===== src/rtl/ex_alu_stage.sv =====
// RV32I execute stage: combinational ALU feeding a one-entry registered EX/MEM slot.
// Define EX_ALU_FLAGS_EN to add registered carry/overflow/negative outputs.
module ex_alu_stage #(
  parameter int XLEN = 32,
  parameter int RD_W = 5
) (
  input  logic            clk,
  input  logic            rst,
  input  logic            in_valid,
  output logic            in_ready,
  input  logic            flush,
  input  logic [XLEN-1:0] op_a,
  input  logic [XLEN-1:0] op_b,
  input  logic [3:0]      alu_sel,
  input  logic [RD_W-1:0] rd_in,
  input  logic            wb_en_in,
  output logic            out_valid,
  input  logic            out_ready,
  output logic [XLEN-1:0] result,
  output logic [RD_W-1:0] rd_out,
  output logic            wb_en_out,
  output logic            zero
`ifdef EX_ALU_FLAGS_EN
  ,
  output logic            carry,
  output logic            overflow,
  output logic            negative
`endif
);

  typedef enum logic {EMPTY, FULL} state_e;

  typedef enum logic [3:0] {
    ALU_ADD  = 4'b0000, ALU_SUB  = 4'b0001, ALU_AND  = 4'b0010,
    ALU_OR   = 4'b0011, ALU_XOR  = 4'b0100, ALU_SLL  = 4'b0101,
    ALU_SRL  = 4'b0110, ALU_SRA  = 4'b0111, ALU_SLT  = 4'b1000,
    ALU_SLTU = 4'b1001, ALU_PASS = 4'b1010
  } alu_op_e;

  // Shifter type codes shared with the rest of the core.
  localparam logic [1:0] SH_SRL = 2'b00;
  localparam logic [1:0] SH_SLL = 2'b01;
  localparam logic [1:0] SH_SRA = 2'b10;

  state_e            state_q, state_d;
  logic [XLEN-1:0]   result_q, result_d;
  logic [RD_W-1:0]   rd_q, rd_d;
  logic              wb_en_q, wb_en_d;
  logic              zero_q, zero_d;

  logic [XLEN-1:0]   alu_res;
  logic [XLEN-1:0]   shift_res;
  logic [1:0]        sh_type;
  logic [4:0]        shamt;
  logic              accept;

  assign shamt = op_b[4:0];

  always_comb begin
    sh_type = SH_SRL;
    case (alu_sel)
      ALU_SLL: sh_type = SH_SLL;
      ALU_SRA: sh_type = SH_SRA;
      default: sh_type = SH_SRL;
    endcase
  end

  always_comb begin
    case (sh_type)
      SH_SLL:  shift_res = op_a << shamt;
      SH_SRA:  shift_res = $unsigned($signed(op_a) >>> shamt);
      SH_SRL:  shift_res = op_a >> shamt;
      default: shift_res = '0;
    endcase
  end

  always_comb begin
    case (alu_sel)
      ALU_ADD:  alu_res = op_a + op_b;
      ALU_SUB:  alu_res = op_a - op_b;
      ALU_AND:  alu_res = op_a & op_b;
      ALU_OR:   alu_res = op_a | op_b;
      ALU_XOR:  alu_res = op_a ^ op_b;
      ALU_SLL, ALU_SRL, ALU_SRA: alu_res = shift_res;
      ALU_SLT:  alu_res = {{(XLEN-1){1'b0}}, $signed(op_a) < $signed(op_b)};
      ALU_SLTU: alu_res = {{(XLEN-1){1'b0}}, op_a < op_b};
      ALU_PASS: alu_res = op_b;
      default:  alu_res = '0;
    endcase
  end

`ifdef EX_ALU_FLAGS_EN
  logic [2:0]      flags_q, flags_d;
  logic [2:0]      flags_c;
  logic [XLEN:0]   add_ext;

  // Carry on SUB is NOT borrow, i.e. op_a >= op_b unsigned.
  always_comb begin
    add_ext    = {1'b0, op_a} + {1'b0, op_b};
    flags_c    = '0;
    flags_c[0] = alu_res[XLEN-1];
    case (alu_sel)
      ALU_ADD: begin
        flags_c[2] = add_ext[XLEN];
        flags_c[1] = (op_a[XLEN-1] == op_b[XLEN-1]) && (alu_res[XLEN-1] != op_a[XLEN-1]);
      end
      ALU_SUB: begin
        flags_c[2] = (op_a >= op_b);
        flags_c[1] = (op_a[XLEN-1] != op_b[XLEN-1]) && (alu_res[XLEN-1] != op_a[XLEN-1]);
      end
      default: ;
    endcase
  end

  assign carry    = flags_q[2];
  assign overflow = flags_q[1];
  assign negative = flags_q[0];
`endif

  assign out_valid = (state_q == FULL);
  assign in_ready  = !out_valid || out_ready;
  assign accept    = in_valid && in_ready;

  // NOTE: every signal written here gets a default first so no latch is inferred.
  always_comb begin
    state_d  = state_q;
    result_d = result_q;
    rd_d     = rd_q;
    wb_en_d  = wb_en_q;
    zero_d   = zero_q;
`ifdef EX_ALU_FLAGS_EN
    flags_d  = flags_q;
`endif
    if (flush) begin
      state_d = EMPTY;
      wb_en_d = 1'b0;
    end else if (accept) begin
      state_d  = FULL;
      result_d = alu_res;
      rd_d     = rd_in;
      wb_en_d  = wb_en_in;
      zero_d   = (alu_res == '0);
`ifdef EX_ALU_FLAGS_EN
      flags_d  = flags_c;
`endif
    end else if (state_q == FULL && out_ready) begin
      state_d = EMPTY;
      wb_en_d = 1'b0;
    end
  end

  // NOTE: sequential state uses non-blocking assignments only, so every flop samples pre-edge values.
  always_ff @(posedge clk) begin
    if (!rst) begin
      state_q  <= EMPTY;
      result_q <= '0;
      rd_q     <= '0;
      wb_en_q  <= 1'b0;
      zero_q   <= 1'b0;
`ifdef EX_ALU_FLAGS_EN
      flags_q  <= '0;
`endif
    end else begin
      state_q  <= state_d;
      result_q <= result_d;
      rd_q     <= rd_d;
      wb_en_q  <= wb_en_d;
      zero_q   <= zero_d;
`ifdef EX_ALU_FLAGS_EN
      flags_q  <= flags_d;
`endif
    end
  end

  assign result    = result_q;
  assign rd_out    = rd_q;
  assign wb_en_out = wb_en_q;
  assign zero      = zero_q;

endmodule


===== config.mk =====
export PLATFORM = sky130hd
export DESIGN_NAME = ex_alu_stage
export DESIGN_NICKNAME = d
export VERILOG_FILES = /design/src/rtl/ex_alu_stage.sv
export SDC_FILE = /design/constraint.sdc
export NUM_CORES = 1
export LEC_CHECK = 0
export ABC_AREA = 1
export CAP_MARGIN = 20
export CELL_PAD_IN_SITES_DETAIL_PLACEMENT = 0
export CELL_PAD_IN_SITES_GLOBAL_PLACEMENT = 2
export CORE_AREA = 2 2 193 195
export CTS_CLUSTER_SIZE = 40
export DETAILED_ROUTE_END_ITERATION = 8
export DIE_AREA = 0 0 195 197
export GPL_TIMING_DRIVEN = 0
export PLACE_DENSITY_LB_ADDON = 0.15
export SYNTH_ARGS = -nofsm -noshare
export SYNTH_HDL_FRONTEND = slang
export SYNTH_SLANG_ARGS = --single-unit

===== constraint.sdc =====
create_clock -name clk -period 5.6 [get_ports clk]
set_clock_uncertainty 0.2 [all_clocks]
set_input_delay 0.84 -clock clk [delete_from_list [all_inputs] [get_ports clk]]
set_output_delay 0.84 -clock clk [all_outputs]
set_load 0.02 [all_outputs]

**After elaboration in Yosys (flattened, before gate mapping)**

Index checks and enable logic that the tools add are counted.
Widths: inputs -> output; s select.

- Bits in registers: 40
- Input bits: 79
- Output and inout bits: 41
- Word-level logic and storage cells: 46

- $add $sub $neg: 2
- Magnitude comparators: 2
- Equality and inequality tests: 12
- Shift operators: 3
- Mux-type cells: 6
- Bitwise logic cells: 5
- Reduce and logical (&&, ||, !) cells: 11

Operators with widths:

| operator | count |
|---|---|
| $pmux 32 s9 | 1 |
| $pmux 32 s3 | 1 |
| $lt 32x32->1 | 2 |
| $add 32x32->32 | 1 |
| $and 32x32->32 | 1 |
| $logic_not 32->1 | 1 |
| $or 32x32->32 | 1 |
| $shl 32x5->32 | 1 |
| $shr 32x5->32 | 1 |
| $sshr 32x5->32 | 1 |
| $sub 32x32->32 | 1 |
| $xor 32x32->32 | 1 |
| $eq 4x3->1 const B | 4 |
| $eq 4x4->1 const B | 3 |
| $eq 4x2->1 const B | 2 |
| $eq 4x1->1 const B | 1 |
| $logic_not 4->1 | 1 |
| $pmux 2 s2 | 1 |
| $mux 1 | 3 |
| $reduce_or 3->1 | 1 |
| $eq 2x1->1 const B | 1 |
| $eq 2x2->1 const B | 1 |
| $logic_and 1x1->1 | 2 |
| $logic_not 2->1 | 1 |
| 6 further kinds | 7 |

**Logic depth before layout (Yosys ltp)**

- Depth in word-level cells: 6
- Depth in mapped cells: 26
- Mapped depth without buffers: 23

**Worst setup path after synthesis**

OpenSTA, ideal clock, no wires.

- Path kind: input to register
- Start: input op_b[3]
- End: register zero_q (netlist: zero)
- Library setup time: 0.066 ns
- Arrival: 3.249 ns
- Data required time: 5.334 ns
- Path slack: 2.085 ns
- Cell stages on the path: 23
- Path buffers: 2
- Path through: buf_2 > inv_2 > clkbuf_1 > ha_1 > inv_1 > nor2_1 > a21oi_2 > nand2_1 > nand2_1 > nand2_1 > nand2_1 > nand2_1 > nand2_1 > nand2_1 > nand2_1 > nor2_1 > nor2_1 > nand3_1 > nor2_1 > nand2_1 > nor2_1 > nand2_1 > a21oi_2

- Cells in the longest elaborated chain, start to end: 4
- Elaborated cells on any way between the ends: 13
- Classes of those cells: add/sub (2); order compare (2); shift (3); mux (2); bitwise (3); reduce/logical (1)

RTL lines:

| item | RTL line | RTL |
|---|---|---|
| from (decl) | 13 | `input logic [XLEN-1:0] op_b,` |
| parallel branches: the longest is 2 deep, another holds $sub 32x32->32 | -- |  |
| $pmux 32 s9 * | 78 | `case (alu_sel)` |
| $logic_not 32->1 * | 142 | `zero_d = (alu_res == '0);` |
| to (signal assigned) | 168 | `zero_q <= zero_d;` |
| to (decl) | 49 | `logic zero_q, zero_d;` |

Every way passes the cells marked *.
A chain may end at the register's enable or synchronous reset.

**Final worst setup path**

- Start: input op_b[2]
- End: register zero_q (netlist: zero)

The elaborated chain is that of the path after synthesis.

==> impl_metrics.json <==
{
  "cts_buffers": 5,
  "final_cell_count_no_fill": 2800,
  "grt_pass1_vias": 14900,
  "power_density_nw_per_um2": 141,
  "die_w_um": 195,
  "yosysSeqAreaShare_pct": 6.96,
  "drc": 0,
  "vias": 15700,
  "worstSetupPathType": "in -> reg",
  "antenna_found_initial": 0,
  "cp-start-kind": "input pin",
  "min_path_type": "reg -> reg",
  "detail-route-antenna-nets": 0,
  "tightest_slew_ns": 1.15,
  "hold_viol": 0,
  "num_antenna_cells": 0,
  "hold_ws_ns": 0.282,
  "power_mw": 1.88,
  "report.final.slew_viol_count": 0,
  "maxCapViolations": 0,
  "gp_congestion": 1.01,
  "required_ns": 5.62,
  "slew_headroom_pct": 22.8,
  "placed_cell_area_um2": 13300,
  "dp_hpwl_um": 56200,
  "rsz0062_at_grt": "false",
  "design_area_um2": 13400,
  "drt_iter0_drc": 1507,
  "grt_pass1_wl_um": 99100,
  "netlist_area_um2": 11500,
  "routed_via_density": 5.62,
  "io_buffer_count": 118,
  "grt_max_degree": 12,
  "area_delta_synth_final_pct": 16.6,
  "drt-total-wl_um": 68000,
  "layout.nets": 2510,
  "place_ws_ns": -0.204,
  "dr.pass1.iters": 6,
  "r2r_slack_ns": 3.51,
  "arrival_ns": 5.37,
  "num_rows": 70,
  "dieHeight_um": 197,
  "drive_gt1_share_pct": 5.92,
  "syn_avg_cell_area_um2": 5.21,
  "wl_per_cell_um": 24.3,
  "ioPinCount": 120,
  "clk_latency_ns": 0.28,
  "cts_setup_buffers": 0,
  "synthCells": 2208,
  "mostFrequentLayoutCells": "nand2_1, nand3_1, inv_1, nor2_1, clkdlybuf4s50_1",
  "start_util_pct": 31.7,
  "cts_hold_buf": 0,
  "core_um2": 36300,
  "cts_max_level": 2,
  "cts_tree": "done",
  "p_leak_nw": 6.93,
  "layout_min_cycle_time_ns": 5.36,
  "fin_ws_ns": 0.242,
  "crit_fanout": 11,
  "cts.sinks": 40,
  "root_buffer": "clkbuf_16",
  "ys_types": 50,
  "synth_fp_nets": 2386,
  "fin_crit_sh_pct": 95.7,
  "crit_path_end_kind": "flop",
  "dp.cells": 2794,
  "cts_resized": 0,
  "peakVddDrop_uv": 122,
  "status": "finished, final reports clean",
  "ys_warn_count": 0,
  "clockBufferDepth": 2,
  "layout_commonest_cell": "nand2_1",
  "grt_remaining_overflow": 0,
  "max_freq_mhz": 187,
  "setup_viol": 0,
  "grt.total_usage_pct": 34.6,
  "ys_ff_latch": 40,
  "clk_pin_slew_ns": 0.05,
  "die-area_um2": 38400
}
==> worst paths after layout <==
| kind | from | end | depth (start not counted) |
|---|---|---|---|
| worst min register to register | wb_en_out$_SDFFE_PP0P_ | wb_en_out$_SDFFE_PP0P_ | 2 |
| worst min-delay path | wb_en_out$_SDFFE_PP0P_ | wb_en_out$_SDFFE_PP0P_ | 2 |
| worst max register to register | out_valid$_SDFFE_PP0P_ | result[31]$_SDFFE_PN0P_ | 8 |
| worst max-delay path | op_b[2] | zero$_SDFFE_PN0P_ | 24 |
==> flip-flops by register name, indices dropped and copies added, names as in the netlist <==
| register | count |
|---|---|
| rd_out | 5 |
| wb_en_out | 1 |
| zero | 1 |
| out_valid | 1 |
| result | 32 |
==> critical path, cell delays in order <==
cell,delay (ns)
clkdlybuf4s50_1,0.51
buf_2,0.33
inv_2,0.12
buf_4,0.21
buf_2,0.26
ha_1,0.33
buf_6,0.14
clkinv_4,0.05
nand2_1,0.07
a21oi_2,0.29
nand2_1,0.16
nand3_1,0.27
nand2_1,0.09
nand3_1,0.11
nand2_1,0.06
nor2_1,0.35
nand2_1,0.26
nor2_1,0.23
nand3_1,0.09
nor2_1,0.09
nand2_1,0.06
nor2_1,0.19
nand2_1,0.13
a21oi_2,0.12
==> synth_stat cells, drive strengths merged <==
| master | count | share of area, % |
|---|---|---|
| a2111oi | 1 | 0.076 |
| a211oi | 6 | 0.39 |
| a21boi | 3 | 0.20 |
| a21oi | 105 | 4.7 |
| a221oi | 17 | 1.3 |
| a31oi | 2 | 0.11 |
| a41oi | 1 | 0.076 |
| and2 | 2 | 0.11 |
| and3 | 3 | 0.16 |
| buf | 75 | 3.9 |
| clkbuf | 33 | 1.1 |
| clkinv | 2 | 0.11 |
| dfxtp | 40 | 7.0 |
| fa | 2 | 0.35 |
| ha | 97 | 11 |
| inv | 250 | 8.2 |
| nand2 | 685 | 23 |
| nand3 | 415 | 18 |
| nand3b | 3 | 0.20 |
| nand4 | 26 | 1.4 |
| nor2 | 228 | 7.7 |
| nor3 | 20 | 0.87 |
| nor4 | 3 | 0.16 |
| o2111ai | 2 | 0.15 |
| o211ai | 17 | 1.1 |
| o21a | 7 | 0.46 |
| o21ai | 99 | 4.4 |
| o21bai | 24 | 1.6 |
| o221ai | 5 | 0.38 |
| o22ai | 25 | 1.4 |
| o31ai | 1 | 0.065 |
| or2 | 4 | 0.22 |
| xor2 | 5 | 0.38 |
==> where the power goes <==
group / internal (mW) / switching (mW)
logic: 0.390 / 0.911
registers: 0.304 / 0.0105
clock network: 0.162 / 0.107
total: 0.856 / 1.03
==> through the flow <==
step                util (%)  setup TNS (ns)
floorplan                  -               0
global placement        36.6          -0.257
detailed placement      36.6          -0.204
CTS                     37.0               0
global route            37.0               0
finish                  37.0               0
==> routing by layer <==
| metal | up-vias | wire (um) | share of wire, % | GRT usage (%) |
|---|---|---|---|---|
| li1 | 7527 | - | - | - |
| met1 | 7330 | 31300 | 46 | 48.1 |
| met2 | 744 | 28500 | 42 | 54.0 |
| met3 | 145 | 5040 | 7.4 | 4.31 |
| met4 | 0 | 3180 | 4.7 | 14.0 |
| met5 | - | 0 | 0 | 0 |
==> cells by family after synthesis <==
| logic type | count (synthesis) | synth area share [%] |
|---|---|---|
| AND/OR/NAND/NOR | 1389 | 52.2 |
| AO/OA/AOI/OAI | 315 | 16.3 |
| XOR/XNOR | 5 | 0.381 |
| adder cells (fa/ha/maj) | 99 | 10.9 |
| flip-flops | 40 | 6.96 |
| buffers and inverters | 360 | 13.3 |
==> cell type report <==
class	count	area (um2)
Tap cell	468	586
Sequential cell	40	801
Multi-Input combinational cell	1808	9170
Clock inverter	1	5.00
Timing Repair Buffer	118	1180
Clock buffer	6	129
Fill cell	4220	22900
Inverter	252	962
Buffer	107	566
No activity file was read; power rests on OpenSTA's default activity.
